$ cat src/rtl/brush_stamper.sv
// brush_stamper: stamps a square brush of the current color around the cursor
// into the 2-bit-per-pixel canvas RAM, one pixel per granted write cycle,
// with the footprint clipped to the visible canvas.
module brush_stamper #(
  parameter int H_RES   = 640,
  parameter int V_RES   = 480,
  parameter int BRUSH_R = 1,
  parameter int ADDR_W  = 19
) (
  input  logic              Clk,
  input  logic              Reset,
  input  logic [9:0]        CursorX,
  input  logic [9:0]        CursorY,
  input  logic              left_btn,
  input  logic [1:0]        paint_color,
  input  logic              ram_grant,
  output logic [ADDR_W-1:0] ram_addr,
  output logic [1:0]        ramIn,
  output logic              ram_write,
  output logic              busy,
  output logic              stroke_done
);

  typedef enum logic [1:0] {IDLE, SETUP, STAMP, DONE} stateT;

  localparam logic [10:0] R11  = 11'(BRUSH_R);
  localparam logic [10:0] XMAX = 11'(H_RES - 1);
  localparam logic [10:0] YMAX = 11'(V_RES - 1);

  stateT       state;
  logic [9:0]  cx, cy;
  logic [9:0]  lastX, lastY;
  logic        lastValid;
  logic [1:0]  color;
  logic [10:0] px, py;

  logic [10:0] cxW, cyW, xSum, ySum;
  logic [10:0] bx0, bx1, by0, by1;
  logic        offScreen, lastCol, lastPix;
  logic [10:0] nextPx, nextPy;

  // Canvas address y*H_RES + x; the 640-wide canvas uses shift-add instead of a multiplier.
  function automatic logic [ADDR_W-1:0] addrOf(input logic [10:0] y, input logic [10:0] x);
    logic [ADDR_W-1:0] yw;
    yw = ADDR_W'(y);
    if (H_RES == 640)
      addrOf = (yw << 9) + (yw << 7) + ADDR_W'(x);
    else
      addrOf = yw * ADDR_W'(H_RES) + ADDR_W'(x);
  endfunction

  // Clipped footprint bounds and row-major scan successor, all from latched values.
  always_comb begin
    cxW       = {1'b0, cx};
    cyW       = {1'b0, cy};
    xSum      = cxW + R11;
    ySum      = cyW + R11;
    bx0       = (cxW < R11) ? '0 : cxW - R11;
    by0       = (cyW < R11) ? '0 : cyW - R11;
    bx1       = (xSum > XMAX) ? XMAX : xSum;
    by1       = (ySum > YMAX) ? YMAX : ySum;
    offScreen = (bx0 > bx1) || (by0 > by1);
    lastCol   = (px == bx1);
    lastPix   = lastCol && (py == by1);
    nextPx    = lastCol ? bx0 : px + 11'd1;
    nextPy    = lastCol ? py + 11'd1 : py;
  end

  // Control FSM with registered outputs.
  always_ff @(posedge Clk) begin
    if (Reset) begin
      state       <= IDLE;
      ram_write   <= 1'b0;
      ram_addr    <= '0;
      ramIn       <= '0;
      busy        <= 1'b0;
      stroke_done <= 1'b0;
      lastValid   <= 1'b0;
      lastX       <= '0;
      lastY       <= '0;
      cx          <= '0;
      cy          <= '0;
      color       <= '0;
      px          <= '0;
      py          <= '0;
    end else begin
      case (state)
        IDLE: begin
          stroke_done <= 1'b0;
          if (!left_btn) begin
            lastValid <= 1'b0;
          end else if (!lastValid || CursorX != lastX || CursorY != lastY) begin
            // Cursor and color are captured on the detection edge so that
            // input changes during SETUP cannot affect the stamp.
            cx    <= CursorX;
            cy    <= CursorY;
            color <= paint_color;
            busy  <= 1'b1;
            state <= SETUP;
          end
        end
        SETUP: begin
          lastX     <= cx;
          lastY     <= cy;
          lastValid <= 1'b1;
          if (offScreen) begin
            stroke_done <= 1'b1;
            state       <= DONE;
          end else begin
            px        <= bx0;
            py        <= by0;
            ram_addr  <= addrOf(by0, bx0);
            ramIn     <= color;
            ram_write <= 1'b1;
            state     <= STAMP;
          end
        end
        STAMP: begin
          if (ram_grant) begin
            if (lastPix) begin
              ram_write   <= 1'b0;
              stroke_done <= 1'b1;
              state       <= DONE;
            end else begin
              px       <= nextPx;
              py       <= nextPy;
              ram_addr <= addrOf(nextPy, nextPx);
            end
          end
        end
        DONE: begin
          stroke_done <= 1'b0;
          busy        <= 1'b0;
          state       <= IDLE;
        end
        default: state <= IDLE;
      endcase
    end
  end

endmodule

$ cat config.mk
export PLATFORM = sky130hd
export DESIGN_NAME = brush_stamper
export DESIGN_NICKNAME = d
export VERILOG_FILES = /design/src/rtl/brush_stamper.sv
export SDC_FILE = /design/constraint.sdc
export NUM_CORES = 1
export LEC_CHECK = 0
export ABC_CLOCK_PERIOD_IN_PS = 8300
export CELL_PAD_IN_SITES_DETAIL_PLACEMENT = 1
export CELL_PAD_IN_SITES_GLOBAL_PLACEMENT = 1
export CORE_ASPECT_RATIO = 1.2
export CORE_MARGIN = 3
export CORE_UTILIZATION = 49
export DETAILED_ROUTE_END_ITERATION = 6
export DONT_BUFFER_PORTS = 1
export PLACE_DENSITY_LB_ADDON = 0.1
export REMOVE_ABC_BUFFERS = 1
export SYNTH_ARGS = -nofsm -noshare
export SYNTH_HDL_FRONTEND = slang
export SYNTH_SLANG_ARGS = --single-unit
$ cat constraint.sdc
create_clock -name Clk -period 8.3 [get_ports Clk]
set_clock_uncertainty 0.05 [all_clocks]
set_input_delay 0.83 -clock Clk [delete_from_list [all_inputs] [get_ports Clk]]
set_output_delay 0.83 -clock Clk [all_outputs]
set_load 0.03 [all_outputs]
# Word level (Yosys, flattened, before mapping)
# Cells that the tools add are included.
[word_totals]
reg_bits = 91
input_bits = 26
out_inout_bits = 24
word_cells = 101
[op_classes]
add_sub_neg = 10
order_cmp = 6
eq_ne = 15
mux = 37
bitwise = 1
n_reduce_logical = 18
[ops]
columns = ["cell", "count"]
rows = [
  ["2-to-1 mux 11 bit", 12],
  ["2-to-1 mux 19 bit", 3],
  ["one-hot mux 11 bit (2 select lines)", 2],
  ["adder 19 x 11 -> 19 bit", 2],
  ["adder 19 x 18 -> 19 bit", 2],
  ["one-hot mux 19 bit (2 select lines)", 1],
  ["adder 10 x 1 -> 11 bit (second input constant)", 2],
  ["adder 11 x 1 -> 11 bit (second input constant)", 2],
  ["equality test 11 bit", 2],
  ["> comparator 11 bit", 2],
  ["subtractor 10 x 1 -> 11 bit (second input constant)", 2],
  ["less-than comparator 10 x 1 -> 1 bit (second input constant)", 2],
  ["inequality test 10 bit", 2],
  ["inequality test 2 bit (second input constant)", 8],
  ["AND reduction 4 bit", 3],
  ["> comparator 11 x 10 -> 1 bit (second input constant)", 1],
  ["> comparator 11 x 9 -> 1 bit (second input constant)", 1],
  ["2-to-1 mux 1 bit", 10],
  ["AND reduction 3 bit", 3],
  ["2-to-1 mux 2 bit", 4],
  ["one-hot mux 2 bit (4 select lines)", 1],
  ["one-hot mux 1 bit (2 select lines)", 3],
  ["nonzero test 2 bit", 3],
  ["equality test 2 bit (second input constant)", 2],
  ["9 further kinds", 12],
]

# Logic depth before layout (Yosys ltp)
# Gate-level depths: netlist of the first run.
[logic_depth]
word_depth = 10
ltp_mapped = 28
depth_no_buf = 24

# Worst setup path before layout of the first run
# Ideal clock, no wire load.
[synth_timing]
kind = "register to register"
start = "register cx[1]"
end = "register ram_addr[18]"
setup_ns = 0.078
arrival_time_ns = 5.584
setup_slack_ns = 2.588
stages_incl_launch_ff = 26
period_less_slack_ns = 5.712
path_cell_list = "dfxtp_1 buf_4 inv_1 ha_1 and4b_1 nand4_1 o32ai_1 and2_1 clkbuf_1 mux2i_1 nand4_1 nor2_1 clkbuf_1 nand2_1 xnor2_1 fa_1 fa_1 a21o_1 a21oi_1 o211ai_1 a2111oi_0 nor3b_1 o311a_1 nor4_1 a21oi_1 nor3_1"
[synth_via]
elab_chain_len = 10
elab_cells_between_ends = 22
[synth_rtl]
columns = ["element", "line_no", "rtl"]
rows = [
  ["start: declaration", "31", "logic [9:0] cx, cy;"],
  ["start signal: assignment", "95", "cx <= CursorX;"],
  ["adder 10 x 1 -> 11 bit", "56", "xSum = cxW + R11;"],
  ["> comparator 11 x 10 -> 1 bit", "60", "bx1 = (xSum > XMAX) ? XMAX : xSum;"],
  ["2-to-1 mux 11 bit", "60", ""],
  ["equality test 11 bit", "63", "lastCol = (px == bx1);"],
  ["2-to-1 mux 11 bit", "66", "nextPy = lastCol ? py + 11'd1 : py;"],
  ["adder 19 x 18 -> 19 bit", "47", "addrOf = (yw << 9) + (yw << 7) + ADDR_W'(x);"],
  ["adder 19 x 11 -> 19 bit", "47", ""],
  ["2-to-1 mux 19 bit", "120", "if (lastPix) begin"],
  ["2-to-1 mux 19 bit", "119", "if (ram_grant) begin"],
  ["one-hot mux 19 bit (2 select lines)", "87", "case (state)"],
  ["end signal: assignment", "112", "ram_addr <= addrOf(by0, bx0);"],
  ["end signal: assignment", "127", "ram_addr <= addrOf(nextPy, nextPx);"],
  ["end: declaration", "17", "output logic [ADDR_W-1:0] ram_addr,"],
]
# Several ways; a longest one is shown, not always the timed one. The select of a mux whose other input is x is not followed.
# A chain may end at the register's enable or synchronous reset.

# Worst setup path in the final report of the first run
[layout_timing]
start = "register cx[0]"
end = "register ram_addr[18]"
# Same word-level chain as after synthesis.

==> summary.md, run 1 <==
| Metric | Value |
|---|---|
| DR iter-0 viols | 315 |
| CTS Hold Buffers Added | 0 |
| Worst R2R Path Depth | 24 |
| Final min period | 6.994 ns |
| Fin Setup TNS | 0 ns |
| DP HPWL | 17.58 mm |
| Mean number of vias per cell | 6.178 |
| Pre-CTS setup slack | 1.377 ns |
| Worst-margin pin slew | 1.181 ns |
| Hold Crit Class | register to register |
| Clock Latency Late Sink | 0.35 ns |
| ANT nets after route | 0 |
| Total I/O pin count | 50 |
| Initial core utilization | 0.5057 |
| Post-Synth Adder-Cell Area | 0.1301 |
| CTS tree | built |
| Final WS setup | 1.306 ns |
| CP peak stage delay | 0.61 ns |
| WHS Path Cells | 2 |
| Max VDD drop | 0.2200 mV |
| Pre-antenna DRT Iters | 4 |
| Post-synthesis simple-gate area fraction | 0.2314 |
| Setup Viol. Count Final | 0 |
| Crit path arrival time | 7.21 ns |
| Vias | 6938 |
| Synth area leaders | dfxtp_1, ha_1, nor2_1 |
| WP data required | 8.52 ns |
| Final period utilization | 0.8427 |
| Syn_area_per_cell | 7.910 µm² |
| Final hold violation count | 0 |
| Worst path cell trace | inv_1 -> ha_1 -> and4b_1 -> nand4_1 -> o32ai_1 -> and2_1 -> mux2i_1 -> and4_1 -> nand2_1 -> nor2_1 -> xnor2_1 -> fa_1 -> inv_1 -> ha_1 -> a21o_1 -> a21oi_1 -> o211ai_1 -> a2111oi_0 -> nor3b_1 -> nand3_1 -> nor4_1 -> nor4_1 -> a21oi_1 -> nor3_1 |
| Routed len/inst | 20.52 µm |
| MaxCap Viol Count | 0 |
| Distinct cells, synth | 85 |
| WS Path Type | register to register |
| Number of synthesized flops with an enable pin | 0 |
| Gpl congestion | 0.8890 |
| Remaining routing DRC violations | 0 |
| Status | complete, no violations |
| CTS Buf Count | 9 |
| Commonest non-fill, non-tap cells in the layout | nor2_1, dfxtp_1, ha_1 |
| Maximum root-to-sink buffer count | 2 |
| Power per cell area | 424.3 nW/µm² |
| Register area share after synthesis | 0.2196 |
| Max Freq | 143.0 MHz |
| FP Rows | 49 |
| Fin nets | 1016 |
| Worst R2R Setup Slack | 1.31 ns |
| Area growth syn-to-layout | 3.072% |
| Initial antenna violation count | 0 |
| Post-synth top area share | 0.2196 |
| Fill count | 1889 |
| Post-synthesis compound-gate area fraction | 0.1846 |
| Synth Flop Type | dfxtp_1 |
| Clk Tree Root Cell | clkbuf_16 |
| Synth Area in XOR/XNOR | 0.08987 |
| Warnings from Yosys | 0 |
| Hold path startpoint | color[1] |
| Leak Pwr | 0.003334 µW |
| Most common cell after layout, fill and taps aside | nor2_1 |
| Yosys reg bits | 84 |
| CP Capture Type | register |
| Footprint of the multi-input gates | 5498 µm² |
| Global-route wire length before repair | 37.63 mm |
| CP delay by family, top | simple AND/OR/NAND/NOR gates |
| Slew margin rel. | 0.2077 |
| Worst flop-to-flop path startpoint | cx[0] |
| Largest family of logic cells by synthesized area | simple AND/OR/NAND/NOR gates |
| RR Endpoint | ram_addr[18] |
| Core area | 15140 µm² |
| RSZ-0062 raised after global routing | no |
| Critical-path cell with the highest stage delay | dfxtp_1 |
| Share of layout cells above drive strength 1 | 0.05223 |
| H-tree level count | 3 |
| Post-CTS Setup Inserts | 0 |
| Leading area contributor after synthesis | dfxtp_1 |
| Reg area | 1682 µm² |
| CP bufs+invs | 2 |
| Post-CTS sizing | 0 |
| Antenna diodes | 0 |
| GRT Util Overall | 0.2719 |
| Die ar. | 17170 µm² |
| Post-synthesis mux area share | 0.08023 |
| Die Y | 142.9 µm |
| Total grt overflow | 0 |
| Max Slew Vio Count | 0 |
| Post-Synthesis Cell Area | 7657 µm² |
| Reg clk slew, reported paths | 0.07 ns |
| Peak fanout along the critical path | 14 |
| Worst hold path endpoint | color[1] |
| Post-Synthesis Cells | 968 |
| DIE WIDTH | 120.1 µm |
| Port Buffers | 0 |
| Clock sink count | 84 |
| Synth async-reset ratio | 0 |
| Routed wire length | 23.04 mm |
| Critical path startpoint category | register |
| Vias in the first global route | 7402 |
| Largest net degree at the start of global routing | 91 |
-- kinds of logic (layout without fill, tap and decap cells) --
| family | count (synthesis) | after routing |
|---|---|---|
| AOI/OAI and AO/OA | 197 | 197 |
| xor gates and xnor gates | 77 | 77 |
| adders and majority gates | 76 | 76 |
| buffers and inverters | 111 | 60 |
| DFF | 84 | 84 |
| muxes | 60 | 60 |
| other | 1 | 3 |
| and+or+nand+nor | 362 | 362 |
-- area by class of cell --
type                    instances  area share
well taps                     204     0.03234
multi-input cells             775      0.6966
clock buffers                   9     0.02854
repair buffers                  5    0.004756
inverters                      39     0.01855
flip-flops and latches         84      0.2131
clock inverters                 7    0.006183
-- synth_stat cells, types with 18 or more instances --
cell type    n
mux2i_1     52
ha_1        70
xor2_1      40
xnor2_1     36
clkbuf_1    40
a21oi_1     54
nand4_1     20
nor3_1      24
nand3_1     26
inv_1       38
dfxtp_1     84
nor2_1     145
a21o_1      18
o21ai_0     27
nand2_1     53
-- worst max-delay path by stage --
| stage | from | endpoint | slack [ns] | cells after the start |
|---|---|---|---|---|
| 2_1_floorplan | cx[0] | ram_addr[18] | 2.43 | 23 |
| 3_3_place_gp | cx[0] | ram_addr[18] | 1.74 | 22 |
| 3_5_place_dp | cx[0] | ram_addr[18] | 1.38 | 23 |
| 4_1_cts | cx[0] | ram_addr[18] | 1.34 | 23 |
| 5_1_grt | cx[0] | ram_addr[18] | 0.63 | 23 |
| 6_report | cx[0] | ram_addr[18] | 1.31 | 24 |
-- worst min-delay path: cells and delay by family (launching register included) --
family | cells | cell delay (ns)
mux | 1 | 0.07
flops | 1 | 0.33
simple gates | 1 | 0.07
-- where the power goes --
part,switching [µW],internal (µW),total [µW]
clock network,181,204,385
registers,278,508,786
logic,1280,900,2180
-- metal layers --
| layer | up-vias | GRT usage | share of wire |
|---|---|---|---|
| li1 | 3334 | - | - |
| met1 | 3455 | 0.3353 | 0.45 |
| met2 | 128 | 0.4923 | 0.50 |
| met3 | 21 | 0.03922 | 0.038 |
| met4 | 0 | 0.07780 | 0.016 |
| met5 | - | 0 | 0 |
-- per-stage QoR --
| stage | area [µm²] | power, µW | hold slack [ns] | util | std cells |
|---|---|---|---|---|---|
| 3_3_place_gp | 7619 | 2845 | 0.4265 | 0.5031 | 1107 |
| 6_report | 7893 | 3349 | 0.4570 | 0.5212 | 1123 |
| 2_1_floorplan | 7323 | 2355 | 0.4005 | - | 898 |
| 5_1_grt | 7893 | 3642 | 0.4802 | 0.5212 | 1123 |
| 3_5_place_dp | 7619 | 2941 | 0.4430 | 0.5031 | 1107 |
| 4_1_cts | 7893 | 3346 | 0.4512 | 0.5212 | 1123 |
-- state kept, by name, summed over array words and instances (netlist names), 2 cells and up --
register  count
state         2
lastX        10
ramIn         2
cy           10
color         2
ram_addr     19
cx           10
lastY        10
py           11
px            4
Power figures use the tool's default switching activity.
==> run 2, diff against run 1 <==
Settings changed: ABC_CLOCK_PERIOD_IN_PS 8300 to 7000.
Clock period 8.3 ns to 7 ns, I/O delays scaled along.
==> summary.md, run 2 (same netlist as run 1, synthesis figures left out) <==
| Metric | Value |
|---|---|
| Initial antenna violation count | 0 (unchanged) |
| Met3 Use GR | 0.04675 (+0.007528) |
| Antenna diodes | 0 (unchanged) |
| Pwr Total | 4092 µW (+22%) |
| Vias | 7015 (+1.1%) |
| Critical-path cell with the highest stage delay | fa_1 |
| DR iter-0 viols | 328 (+4.1%) |
| Peak fanout along the critical path | 11 (-3) |
| CP peak stage delay | 0.55 ns (-0.06 ns) |
| Clock Latency Late Sink | 0.36 ns (about the same) |
| Remaining routing DRC violations | 0 (unchanged) |
| Pre-CTS setup slack | 0.3577 ns (-1.019 ns) |
| Largest net degree at the start of global routing | 91 (unchanged) |
| Most common cell after layout, fill and taps aside | nor2_1 |
| Maximum root-to-sink buffer count | 2 (unchanged) |
| Clock sink count | 84 (unchanged) |
| Post-route insts no fill | 1126 (+0.27%) |
| Commonest non-fill, non-tap cells in the layout | nor2_1, dfxtp_1, ha_1 |
| Status | complete, no violations |
| Switch Pwr | 2083 µW (+20%) |
| Gpl congestion | 0.9166 (+3.1%) |
| Die ar. | 17170 µm² (unchanged) |
| Grt met2 use | 0.4997 (+0.007401) |
| Crit path arrival time | 6.66 ns (-0.55 ns) |
| WP data required | 7.23 ns (-1.29 ns) |
| GRT Util Overall | 0.2844 (+0.01250) |
| Seq pwr share | 0.224 (-0.011) |
| ANT nets after route | 0 (unchanged) |
| Fin Setup TNS | 0 ns (unchanged) |
| Final WS setup | 0.5703 ns (-0.7353 ns) |
| Initial core utilization | 0.5057 (unchanged) |
| Core area | 15140 µm² (unchanged) |
| Switching Fraction | 0.5090 (-0.009452) |
| Total grt overflow | 0 (unchanged) |
| GRT busiest layer | met2 |
| Critical path startpoint category | register |
| Area growth syn-to-layout | 4.281% |
| GRT met1 Usage | 0.3467 (+0.01146) |
| Max Freq | 155.5 MHz (+8.8%) |
| Fill count | 1883 (-0.32%) |
| Final hold violation count | 0 (unchanged) |
| Leak Pwr | 0.003385 µW (+1.5%) |
| Final Util | 0.5273 (+0.006114) |
| WS Path Type | register to register |
| Total I/O pin count | 50 (unchanged) |
| Largest Register | ram_addr |
| Final min period | 6.430 ns (-0.5647 ns) |
| Largest register FFs | 19 (unchanged) |
| Die Y | 142.9 µm (unchanged) |
| Post-CTS Setup Inserts | 0 (unchanged) |
| Reg clk slew, reported paths | 0.07 ns (about the same) |
| Pre-antenna DRT Iters | 5 (+1) |
| MaxCap Viol Count | 0 (unchanged) |
| Port Buffers | 0 (unchanged) |
| RSZ-0062 raised after global routing | no |
| CTS tree | built |
| CTS Buf Count | 9 (unchanged) |
| Power per cell area | 512.5 nW/µm² (+21%) |
| Worst path cell trace | inv_1 -> ha_1 -> and4b_1 -> nand4_1 -> o32ai_1 -> and2_2 -> mux2i_1 -> and4_2 -> nand2_2 -> nor2_1 -> xnor2_1 -> fa_1 -> inv_1 -> ha_1 -> a21o_1 -> a21oi_1 -> o211ai_1 -> a2111oi_0 -> nor3b_1 -> nand3_1 -> nor4_1 -> nor4_1 -> a21oi_1 -> nor3_1 |
| Biggest regs | ram_addr: 19 flops, py: 11 flops |
| Final period utilization | 0.9185 (+0.07583) |
| Setup Viol. Count Final | 0 (unchanged) |
| Max VDD drop | 0.2563 mV (+17%) |
| Fin nets | 1020 (+0.39%) |
| Max Slew Vio Count | 0 (unchanged) |
| Logic pwr share | 0.645 (-0.005) |
| DP HPWL | 18.01 mm (+2.4%) |
| DIE WIDTH | 120.1 µm (unchanged) |
| Global-route wire length before repair | 39.18 mm (+4.1%) |
| Mean number of vias per cell | 6.230 (+0.84%) |
| CP Capture Type | register |
| Internal power | 2009 µW (+25%) |
| Clk Tree Root Cell | clkbuf_16 |
| FP Rows | 49 (unchanged) |
| Routed len/inst | 21.03 µm (+2.5%) |
| Placed Cells | 1111 (+0.36%) |
| Routed wire length | 23.68 mm (+2.8%) |
| Slew margin rel. | 0.1586 (-0.04909) |
| Share of layout cells above drive strength 1 | 0.05965 (+0.007422) |
| Worst-margin pin slew | 1.254 ns (+0.07314 ns) |
| Vias in the first global route | 7534 (+1.8%) |
| H-tree level count | 3 (unchanged) |
| Clock power frac | 0.131 (+0.016) |
| Hold Crit Class | input pin to register |
run 2: final timing paths:
kind                            cells after the start  startpoint  slack [ns]      endpoint
worst max-delay path                               24       cx[0]        0.57  ram_addr[18]
worst min-delay path                                1       Reset        0.36      lastY[6]
worst max register to register                     24       cx[0]        0.57  ram_addr[18]
worst min register to register                      2    color[0]        0.46      color[0]
run 2: final cells by class:
cell class / count / area (µm²) / area share
clock buffers: 10 / 239.0 / 0.02993
clock inverters: 5 / 85.08 / 0.01065
inverters: 39 / 146.4 / 0.01833
multi-input cells: 775 / 5510 / 0.6901
flip-flops and latches: 84 / 1682 / 0.2106
well taps: 204 / 255.2 / 0.03196
repair buffers: 9 / 67.56 / 0.008461
run 2: repair_timing:
item / 4_1_cts / 5_1_grt
hold buffers: 0 / 0
resized for setup: 0 / 4
endpoints found under the setup margin: 0 / 1
run 2: layer usage:
layer  routed length, µm  share of wire
met5                   0              0
met4                 689          0.029
met3                1116          0.047
met2               11740           0.50
met1               10130           0.43
run 2: worst max-delay path, delay by kind of cell (launching register included):
kind / cells / cell delay [ns]
simple gates: 11 / 2.36
compound gates: 6 / 1.52
fa+ha+maj: 3 / 1.31
flops: 1 / 0.48
mux: 1 / 0.25
buf+inv: 2 / 0.22
xor+xnor: 1 / 0.16
run 2: metrics by stage:
| step | area (µm²) | hold slack [ns] |
|---|---|---|
| 4_1_cts | 7973 | 0.3585 |
| 5_1_grt | 7985 | 0.3591 |
| 6_report | 7985 | 0.3635 |
| 3_5_place_dp | 7649 | 0.4422 |
| 2_1_floorplan | 7323 | 0.4005 |
| 3_3_place_gp | 7649 | 0.4271 |
run 2: power groups by stage:
| stage | combinational, µW | sequential [µW] | clock [µW] |
|---|---|---|---|
| 5_1_grt | 2930 | 944 | 561 |
| 6_report | 2640 | 917 | 538 |
| 3_3_place_gp | 2480 | 913 | 0 |
| 2_1_floorplan | 1950 | 843 | 0 |
| 4_1_cts | 2640 | 914 | 548 |
| 3_5_place_dp | 2600 | 925 | 0 |
